[src/rtl/fetch_stage.sv]
// Instruction-fetch stage: owns the PC, handshakes with instruction memory,
// buffers one fetched word and loads the IF/ID register under hazard control.
module fetch_stage #(
    parameter logic [31:0] RESET_PC  = 32'h0000_0000,
    parameter logic [31:0] NOP_INSTR = 32'h0000_0000
) (
    input  logic        clock,
    input  logic        reset,
    input  logic        PCWrite,
    input  logic        IFIDWrite,
    input  logic        pipe_en,
    input  logic        imem_en,
    input  logic        branch_taken,
    input  logic [31:0] branch_target,
    output logic        imem_req,
    output logic [31:0] imem_addr,
    input  logic        imem_ready,
    input  logic [31:0] imem_rdata,
    output logic        imem_wait,
    output logic [31:0] ifid_instr,
    output logic [31:0] ifid_pc4,
    output logic        ifid_valid
);

    typedef enum logic [1:0] {
        S_IDLE,
        S_REQ,
        S_WAIT
    } state_t;

    state_t      r_state;
    state_t      w_state_next;
    logic [31:0] r_pc;
    logic [31:0] r_drop_pc;
    logic        r_drop;
    logic [31:0] r_buf_instr;
    logic [31:0] r_buf_pc;
    logic        r_buf_valid;

    logic        w_ifid_load;
    logic        w_in_wait;
    logic        w_issue;
    logic        w_complete;
    logic        w_fill;
    logic        w_park;
    logic [31:0] w_target;

    // NOTE: every always_comb output gets a default first so no path can infer a latch.
    always_comb begin
        w_target    = branch_target & ~32'h0000_0003;
        w_ifid_load = IFIDWrite & pipe_en;
        w_in_wait   = (r_state == S_WAIT);
        w_issue     = (r_state == S_REQ) & imem_en & PCWrite & pipe_en &
                      (~r_buf_valid | w_ifid_load) & ~branch_taken;
        w_complete  = (w_issue | w_in_wait) & imem_ready;
        w_fill      = w_complete & ~r_drop & ~branch_taken;
        // A redirect while the memory is still busy is parked until that response retires.
        w_park      = branch_taken & w_in_wait & ~imem_ready;

        w_state_next = r_state;
        case (r_state)
            S_IDLE:  w_state_next = S_REQ;
            S_REQ:   if (w_issue && !imem_ready) w_state_next = S_WAIT;
            S_WAIT:  if (imem_ready) w_state_next = S_REQ;
            default: w_state_next = S_IDLE;
        endcase

        imem_req  = w_issue | w_in_wait;
        imem_addr = r_pc;
        imem_wait = w_in_wait & ~imem_ready;
    end

    // NOTE: sequential state uses non-blocking assignments so every register samples pre-edge values.
    always_ff @(posedge clock) begin
        if (!reset) begin
            r_state     <= S_IDLE;
            r_pc        <= RESET_PC;
            r_drop      <= 1'b0;
            r_buf_valid <= 1'b0;
            ifid_instr  <= NOP_INSTR;
            ifid_pc4    <= 32'h0000_0000;
            ifid_valid  <= 1'b0;
        end else begin
            r_state <= w_state_next;

            if (branch_taken) begin
                r_buf_valid <= 1'b0;
                r_drop      <= w_park;
                if (!w_park) r_pc <= w_target;
            end else begin
                if (w_complete) begin
                    r_drop <= 1'b0;
                    r_pc   <= r_drop ? r_drop_pc : r_pc + 32'd4;
                end
                if (w_fill)
                    r_buf_valid <= 1'b1;
                else if (w_ifid_load)
                    r_buf_valid <= 1'b0;
            end

            if (w_ifid_load) begin
                if (r_buf_valid && !branch_taken) begin
                    ifid_instr <= r_buf_instr;
                    ifid_pc4   <= r_buf_pc + 32'd4;
                    ifid_valid <= 1'b1;
                end else begin
                    ifid_instr <= NOP_INSTR;
                    ifid_valid <= 1'b0;
                end
            end
        end
    end

    // NOTE: payload registers carry no reset; their valid/drop qualifiers are reset instead.
    always_ff @(posedge clock) begin
        if (w_fill) begin
            r_buf_instr <= imem_rdata;
            r_buf_pc    <= r_pc;
        end
        if (w_park) r_drop_pc <= w_target;
    end

endmodule
[config.mk]
export PLATFORM = sky130hd
export DESIGN_NAME = fetch_stage
export DESIGN_NICKNAME = d
export VERILOG_FILES = /design/src/rtl/fetch_stage.sv
export SDC_FILE = /design/constraint.sdc
export NUM_CORES = 1
export LEC_CHECK = 0
export ABC_AREA = 1
export BUFFER_PORTS_ARGS = -buffer_cell sky130_fd_sc_hd__buf_4
export CAP_MARGIN = 20
export CORE_MARGIN = 3
export CORE_UTILIZATION = 41
export DETAILED_ROUTE_END_ITERATION = 7
export GPL_ROUTABILITY_DRIVEN = 0
export PLACE_DENSITY = 0.72
export SLEW_MARGIN = 20
export SYNTH_ARGS = -nofsm -noshare
export SYNTH_HDL_FRONTEND = slang
export SYNTH_SLANG_ARGS = --single-unit
[constraint.sdc]
create_clock -name clock -period 7.7 [get_ports clock]
set_clock_uncertainty 0.15 [all_clocks]
set_input_delay 1.54 -clock clock [delete_from_list [all_inputs] [get_ports clock]]
set_output_delay 1.54 -clock clock [all_outputs]
set_load 0.01 [all_outputs]
==> impl_metrics.yaml <==
detailed_routing:
  wl_per_cell_um: 14.7
  drcViolationCount: 0
  vias: 7254
  antenna_left: 0
  drt_iter0_drc: 513
  drtPass1Iterations: 5
  via_per_inst: 4.91
  drt_wl_total_mm: 21.7
synth:
  synthDistinctLibCells: 36
  syn_avg_cell_area_sq_um: 8.20
  synth.ff_latch_count: 189
  seq_area_frac_synth_pct: 54.9
  syn_area_sq_um: 8570
  ys_warn_count: 0
  synthCells: 1045
grt:
  grt_pass1_vias: 6571
  grt_pass1_wl_mm: 33.9
  antenna_found_initial: 0
  overflow: 0
  grt_max_degree: 74
  grt_usage_pct: 19.0
placement:
  dp_hpwl_mm: 15.4
  placedCellCount: 1444
  port_buffers: 164
worst_hold_path:
  worstHoldPathType: "reg -> reg"
timing:
  fmax_mhz: 219
  hold_violations: 0
  finalMaxSlewViolations: 0
  period_share_pct: 59.3
  relSlewSlack_pct: 34.8
  rsz0062_at_grt: "no"
  timing.setup.tns_ps: 0
  setup_viol: 0
  fin_crit_ps: 4570
  worst_pin_slew_ps: 972
critical_path:
  crit_type: "in -> out"
  endpoint_kind: "output port"
  crit_required_ps: 6010
  crit_fanout: 37
  arrival_ps: 2880
  critPathLaunchType: "input pin"
layout:
  layout-drive-gt1-share_pct: 21.6
  fill_cells: 1927
  final_util_pct: 52.0
  nets: 1267
  layout.cells.non_filler: 1476
  syn2layout_area_growth_pct: 23.7
  insertedDiodeCount: 0
clock_network:
  cts_buffer_depth: 2
  htreeDepth: 4
  cts_tree: "built"
  cts_resized: 0
  cts-root-buf: "clkbuf_16"
  cts.sinks: 189
  cts_buffers: 17
  cts_setup_buffers: 0
  ctsHoldBuffers: 0
  clk_latency_ps: 440
  path_clk_slew_ps: 70
floorplanning:
  die-area_sq_um: 22700
  die_h_um: 151
  start_util_pct: 42.1
  die_w_um: 151
  placement_rows: 52
  io_pins: 171
  core_area_sq_um: 20400
flow_run:
  maxCapViolations: 0
pwr:
  peakVddDrop_v: 0.000168
  total_power_uw: 2130
  leakage_uw: 0.00433
  power_density_nw_per_um2: 201
run_status:
  outcome: "finished clean"
-- sequential cells by signal (all words and copies together) (netlist names), 2 cells and up --
| register | count |
|---|---|
| ifid_instr | 32 |
| ifid_pc4 | 30 |
| imem_addr | 30 |
| r_buf_instr | 32 |
| r_buf_pc | 30 |
| r_drop_pc | 30 |
| r_state | 2 |
-- layout make-up --
type / instances / area (sq um) / share of cell area (%)
multi-input combinational: 738 / 3370 / 31.8
timing repair buffer: 171 / 1280 / 12.1
sequential: 189 / 4700 / 44.4
clock inverter: 15 / 185 / 1.75
tap: 270 / 338 / 3.19
inverter: 76 / 285 / 2.69
clock buffer: 17 / 425 / 4.01
-- report_power, final --
part	internal [uW]	total, uW	switching (uW)
clock network	471	900	429
logic	63.4	143	79.3
registers	1070	1090	24.4
total	1600	2130	533
-- cell families after synthesis --
group           count (synthesis)  synth area share (%)
buf+inv                       121                  5.86
flops                         189                  54.9
fa+ha+maj                       2                 0.292
other cells                     1                0.0438
xor+xnor                       16                  1.64
compound gates                126                  8.18
simple gates                  590                  29.1
-- worst paths after layout --
path / start / endpoint / slack [ps] / depth (start not counted)
setup / recovery: branch_taken / imem_req / 3130 / 7
hold / removal: ifid_instr[27] / ifid_instr[27] / 320 / 2
setup reg to reg: r_drop / imem_addr[7] / 5040 / 7
hold reg to reg: ifid_instr[27] / ifid_instr[27] / 320 / 2
-- routing by layer --
metal  global-route usage (%)  vias to the layer above  part of all wire (%)
met5                        0                        -                     0
met2                     30.6                      218                    48
met1                     25.6                     3303                    44
li1                         -                     3697                     -
met3                     4.09                       36                   5.5
met4                     6.50                        0                   2.4
-- stage by stage --
step | cell area (sq um) | hold WS (ps) | setup slack, ps
final | 10600 | 316 | 3130
after global routing | 10600 | 337 | 3000
after CTS | 10600 | 317 | 3110
after detailed placement | 9990 | 306 | 2870
after global placement | 9990 | 304 | 2910
after floorplan | 8580 | 325 | 3870
-- cell usage after synthesis --
master	count	area, sq um
edfxtp_1	92	2760
nand2_2	5	31.3
clkbuf_1	27	101
a211oi_1	1	7.51
a21oi_1	77	385
nor2_2	17	106
o21ai_0	24	120
dfxtp_1	97	1940
and2_1	2	12.5
nor3_1	10	50.1
o221ai_1	1	8.76
o21ai_1	2	10.0
or2_2	17	106
a22oi_1	1	7.51
nor2_1	135	507
nor3_2	1	10.0
buf_6	3	33.8
xor2_1	8	70.1
inv_1	73	274
a21oi_2	10	87.6
inv_2	2	7.51
conb_1	1	3.75
a31oi_1	1	6.26
clkinv_1	1	3.75
xnor2_1	8	70.1
buf_1	5	18.8
nand2_1	310	1160
nand3_1	76	380
nand4_1	9	56.3
nand3b_1	6	45.0
o211ai_1	6	45.0
buf_4	5	37.5
buf_2	5	25.0
nor2_4	2	22.5
o21bai_1	3	22.5
ha_1	2	25.0
-- cells in the final DEF, fill, tap and decap left out, drive strengths merged, types with 11 or more instances in the layout --
master,Yosys,final
a21oi,87,87
buf,18,171
clkbuf,27,17
dfxtp,97,97
edfxtp,92,92
inv,75,86
nand2,315,315
nand3,76,76
nor2,154,154
nor3,11,11
o21ai,26,26
or2,17,17
-- critical path, cell delays in order --
cell and delay, ps:
buf_4 220, inv_2 560, nand2_1 110, nor2_1 110
nand3_1 100, nand2_2 90, buf_4 130
(Power assumes the default switching activity.)
